**config.mk**
```make
export PLATFORM = sky130hd
export DESIGN_NAME = switch_debouncer_flat
export DESIGN_NICKNAME = d
export VERILOG_FILES = /design/src/rtl/switch_debouncer_if.sv /design/src/rtl/switch_debouncer.sv /design/src/flat_wrapper.sv
export SDC_FILE = /design/constraint.sdc
export NUM_CORES = 1
export LEC_CHECK = 0
export BUFFER_PORTS_ARGS = -buffer_cell sky130_fd_sc_hd__clkbuf_2
export CAP_MARGIN = 20
export CORE_MARGIN = 1.5
export CORE_UTILIZATION = 60
export CTS_CLUSTER_SIZE = 10
export DETAILED_ROUTE_END_ITERATION = 8
export GPL_TIMING_DRIVEN = 0
export PLACE_DENSITY = 0.78
export SETUP_SLACK_MARGIN = 0.05
export SYNTH_ARGS = -nofsm -noshare
export SYNTH_HDL_FRONTEND = slang
export SYNTH_SLANG_ARGS = --single-unit
```
**constraint.sdc**
```tcl
create_clock -name clk -period 3 [get_ports clk]
set_input_delay 0.75 -clock clk [delete_from_list [all_inputs] [get_ports clk]]
set_output_delay 0.75 -clock clk [all_outputs]
set_load 0.01 [all_outputs]
```
**src/rtl/switch_debouncer_if.sv**
```systemverilog
// Switch conditioner bundle: raw pin levels in, debounced levels and edge pulses out.
// The master side is the debouncer; the slave side is the consuming peripheral.
interface switch_debouncer_if #(
  parameter int WIDTH = 8
);
  logic [WIDTH-1:0] switch_raw;
  logic [WIDTH-1:0] switch_db;
  logic [WIDTH-1:0] rise;
  logic [WIDTH-1:0] fall;
  logic             change;

  modport master (
    input  switch_raw,
    output switch_db,
    output rise,
    output fall,
    output change
  );

  modport slave (
    output switch_raw,
    input  switch_db,
    input  rise,
    input  fall,
    input  change
  );
endinterface

```
**src/rtl/switch_debouncer.sv**
```systemverilog
// Two-flop synchroniser plus independent per-bit debounce counters for board switches.
// Emits registered debounced levels and one-cycle rise/fall/change pulses.
module switch_debouncer #(
  parameter int WIDTH         = 8,
  parameter int STABLE_CYCLES = 500000,
  parameter int CNT_WIDTH     = 20
) (
  input  logic              clk,
  input  logic              reset,
  switch_debouncer_if.master sw
);

  localparam logic [CNT_WIDTH-1:0] CNT_LAST = CNT_WIDTH'(STABLE_CYCLES - 1);

  logic [WIDTH-1:0] sync1_reg;
  logic [WIDTH-1:0] sync2_reg;
  logic [WIDTH-1:0] db_reg;
  logic [WIDTH-1:0] db_next;
  logic [WIDTH-1:0] rise_reg;
  logic [WIDTH-1:0] fall_reg;
  logic             change_reg;

  always_ff @(posedge clk) begin
    if (reset) begin
      sync1_reg <= '0;
      sync2_reg <= '0;
    end else begin
      sync1_reg <= sw.switch_raw;
      sync2_reg <= sync1_reg;
    end
  end

  genvar gi;
  generate
    for (gi = 0; gi < WIDTH; gi++) begin : g_bit
      logic [CNT_WIDTH-1:0] cnt_reg;
      logic [CNT_WIDTH-1:0] cnt_next;
      logic                 db_bit_next;

      // Any cycle agreeing with the accepted level discards a partial count.
      always_comb begin
        cnt_next    = '0;
        db_bit_next = db_reg[gi];
        if (sync2_reg[gi] != db_reg[gi]) begin
          if (cnt_reg == CNT_LAST) begin
            db_bit_next = sync2_reg[gi];
          end else begin
            cnt_next = cnt_reg + 1'b1;
          end
        end
      end

      always_ff @(posedge clk) begin
        if (reset) begin
          cnt_reg <= '0;
        end else begin
          cnt_reg <= cnt_next;
        end
      end

      assign db_next[gi] = db_bit_next;
    end
  endgenerate

  // Pulses are registered alongside the level so they coincide with its first visible cycle.
  always_ff @(posedge clk) begin
    if (reset) begin
      db_reg     <= '0;
      rise_reg   <= '0;
      fall_reg   <= '0;
      change_reg <= 1'b0;
    end else begin
      db_reg     <= db_next;
      rise_reg   <= db_next & ~db_reg;
      fall_reg   <= ~db_next & db_reg;
      change_reg <= |(db_next ^ db_reg);
    end
  end

  assign sw.switch_db = db_reg;
  assign sw.rise      = rise_reg;
  assign sw.fall      = fall_reg;
  assign sw.change    = change_reg;

endmodule

```
**src/flat_wrapper.sv**
```systemverilog
// flat-port wrapper written by rule: the top's interface ports become plain ports
module switch_debouncer_flat 
#(
  parameter int WIDTH         = 8,
  parameter int STABLE_CYCLES = 500000,
  parameter int CNT_WIDTH     = 20
)
  (clk, reset, sw_switch_raw, sw_switch_db, sw_rise, sw_fall, sw_change);
  switch_debouncer_if #(.WIDTH(WIDTH)) sw_i ();
  input  logic clk;
  input  logic reset;
  input wire logic [$bits(sw_i.switch_raw)-1:0] sw_switch_raw;
  output wire logic [$bits(sw_i.switch_db)-1:0] sw_switch_db;
  output wire logic [$bits(sw_i.rise)-1:0] sw_rise;
  output wire logic [$bits(sw_i.fall)-1:0] sw_fall;
  output wire logic [$bits(sw_i.change)-1:0] sw_change;
  assign sw_i.switch_raw = sw_switch_raw;
  assign sw_switch_db = sw_i.switch_db;
  assign sw_rise = sw_i.rise;
  assign sw_fall = sw_i.fall;
  assign sw_change = sw_i.change;
  switch_debouncer #(.WIDTH(WIDTH), .STABLE_CYCLES(STABLE_CYCLES), .CNT_WIDTH(CNT_WIDTH)) u_core (.clk(clk), .reset(reset), .sw(sw_i));
endmodule
```
==> flow_summary.toml <==
[routing]
antenna_left = 0
route.detailed.drc = 0
wl_mm = 17.5
vias_per_cell = 5.64
avgRoutedWirePerCell_um = 13.9
vias = 7108
drt_iter0_drc = 340
dr.pass1.iters = 5

[clocking]
cts_resized = 0
post-cts-setup-buffers = 0
cts_buffer_depth = 3
cts_hold_buf = 0
cts_sinks = 201
htreeDepth = 1
worstSkewPairLatency_ns = 0.50
cts_tree = "built"
cts.clk_slew.worst_paths_ns = 0.05
cts_buffers = 24
ctsRootBufferMaster = "clkbuf_16"

[place]
gp_congestion = 0.873
numPortBuffers = 34
dpl.hpwl_mm = 12.2

[die]
die_x_um = 125
fp-row-count = 44
core_area_sq_um = 14500
die_h_um = 125
start_util_pct = 61.4
die_area_sq_um = 15600
ios = 35

[critical_path]
rrSetupSlack_ns = 0.53
cp_slowest_stage_delay_ns = 0.56
reg2reg_to = "u_core.sw.change"
start_kind = "register"
path_delay_family = "simple AND/OR/NAND/NOR gates"
slowest_stage = "or4_1"
critPathCaptureType = "register"
crit_required_ns = 3.36
crit_top_cell = "nor2_1"
crit_path_cell_trace = "or4_1 > or4_4 > o21ai_1 > nand2_1 > ha_1 > nand4_1 > nor2_1 > nor2_1"
worstSetupPathType = "reg -> reg"
timing.rr.start = "u_core.g_bit[5].cnt_reg[12]"
crit_fanout = 5
worst_ep_arrival_time_ns = 2.83
critPathBufInv = 0
reg2reg_depth = 8

[sta]
fin_crit_sh_pct = 82.4
rsz0062_at_grt = "false"
finalHoldViolations = 0
drv_slew = 0
setup_viol = 0
clock_skew_ns = 0.00709
worst_pin_slew_ns = 0.816
period_minus_slack_ns = 2.47
tns_ns = 0
clock.fmax_mhz = 405
slew_headroom_pct = 45.2

[synth]
synth_simple_gate_area_share_pct = 31.1
synth.top_cells.by_area = "dfxtp_1 (45%), xnor2_1 (6.1%), nor2_1 (6.0%)"
ys_types = 46
synth_seq_cells = 201
synth_fa_ha_area_share_pct = 3.36
synth_compound_area_share_pct = 5.85
ys_seq_area_share_pct = 45.1
synthXorXnorAreaFrac_pct = 11.4
netlist_area_sq_um = 8920
syn_nets = 1049
ys_warn_count = 0
synth_edf_count = 0
netlist.area_leader.share_pct = 45.1
synth-main-ff-cell = "dfxtp_1"
postSynthAreaPerCell_sq_um = 8.79
synthCells = 1015
synth_mux_area_share_pct = 0
synth_top_family_by_area = "simple AND/OR/NAND/NOR gates"
async_reset_ff_share_pct = 0
yosys.area.top_type = "dfxtp_1"

[finish]
drive_above_1_share_pct = 7.61
largest_reg_flops = 160
utilization_pct = 68.6
n_antenna_cell = 0
nets = 1109
syn_to_final_growth_pct = 11.7

[grt]
antenna_found_initial = 0
grt_pass1_vias = 6753
grt_max_degree = 12
grt_usage_pct = 22.8
grt_overflow = 0
grt_pass1_wl_mm = 30.5

[run_status]
status = "completed"

[hold_path]
holdPathStages = 1
worstHoldEndpoint = "u_core.sync2_reg[4]"
hold_start = "u_core.sync1_reg[4]"
hp-class = "reg -> reg"

[power_and_ir_drop]
max-vdd-ir-drop_uv = 423
power_leakage_nw = 3.24
p_total_mw = 5.23
p_per_area_nw_per_um2 = 524

[run]
max-cap-violations = 0
==> Yosys cell counts (all sizes together), types with 25 or more instances <==
cell and n:
o21ai 42, inv 39, xnor2 62, dfxtp 201, clkbuf 25, and4 28
nand3 48, or3 28, xor2 54, nor2 143, nor3 25, nand2 54
nand4 67, nor2b 32, a21oi 42
==> metal layers <==
| metal | up-vias | wire [um] | share of wire (%) | global-route usage, % |
|---|---|---|---|---|
| met1 | 3283 | 8530 | 49 | 29.8 |
| met5 | - | 0 | 0 | 0 |
| met4 | 0 | 448 | 2.6 | 7.22 |
| li1 | 3678 | - | - | - |
| met2 | 110 | 7980 | 45 | 38.9 |
| met3 | 37 | 589 | 3.4 | 3.68 |
==> stage by stage <==
stage | hold WS [ns] | area (sq um) | std cells | setup WS (ns)
2_1_floorplan | 0.414 | 8920 | 1015 | 0.774
3_3_place_gp | 0.424 | 9330 | 1233 | 0.547
3_5_place_dp | 0.420 | 9330 | 1233 | 0.543
4_1_cts | 0.433 | 9970 | 1261 | 0.531
5_1_grt | 0.453 | 9970 | 1261 | 0.312
6_report | 0.431 | 9970 | 1261 | 0.528
==> worst register-to-register path, cell delays in order, from the launching register on <==
cell	delay, ns
dfxtp_1	0.34
or4_1	0.56
or4_4	0.54
o21ai_1	0.19
nand2_1	0.08
ha_1	0.31
nand4_1	0.11
nor2_1	0.13
nor2_1	0.06
==> worst max path at each step <==
| stage | slack (ns) | from | to | depth (start not counted) |
|---|---|---|---|---|
| global route | 0.31 | u_core.g_bit[5].cnt_reg[0] | u_core.sw.change | 9 |
| finish | 0.53 | u_core.g_bit[5].cnt_reg[12] | u_core.sw.change | 8 |
| CTS | 0.53 | u_core.g_bit[5].cnt_reg[12] | u_core.sw.change | 8 |
| global placement | 0.55 | u_core.g_bit[5].cnt_reg[12] | u_core.sw.change | 8 |
| detailed placement | 0.54 | u_core.g_bit[5].cnt_reg[0] | u_core.sw.change | 9 |
| floorplan | 0.77 | u_core.g_bit[5].cnt_reg[12] | u_core.sw.change | 8 |
==> cell usage in the layout (no fill, tap or decap), types with 17 or more instances in the layout <==
master	instances
xnor2_1	62
nand2_1	54
nor2_1	143
clkbuf_16	25
dfxtp_1	201
clkbuf_2	37
nand4_1	65
nor3_1	25
nand3_1	46
or3_1	28
a21oi_1	42
clkbuf_1	24
nor2b_1	32
ha_1	24
xor2_1	54
or4_1	17
inv_1	39
nor4_1	17
o21ai_0	38
and4_1	28
==> layout make-up <==
cell class                      count  area (sq um)
Timing Repair Buffer               34           170
Fill cell                        1208          4570
Tap cell                          184           230
Multi-Input combinational cell    743          4610
Clock buffer                       27           633
Inverter                           39           146
Clock inverter                      1          8.76
Buffer                             32           144
Sequential cell                   201          4020
==> logic make-up after synthesis <==
group / count (synthesis)
AND/OR/NAND/NOR: 507
AO/OA/AOI/OAI: 96
flip-flops: 201
XOR/XNOR: 116
adder cells (fa/ha/maj): 24
buffers and inverters: 71
==> power breakdown <==
part / switching, mW / internal, mW
combinational: 0.0425 / 0.0203
clock: 1.00 / 1.47
sequential: 0.00793 / 2.69
Note: power is estimated with default switching activity, not from simulation.
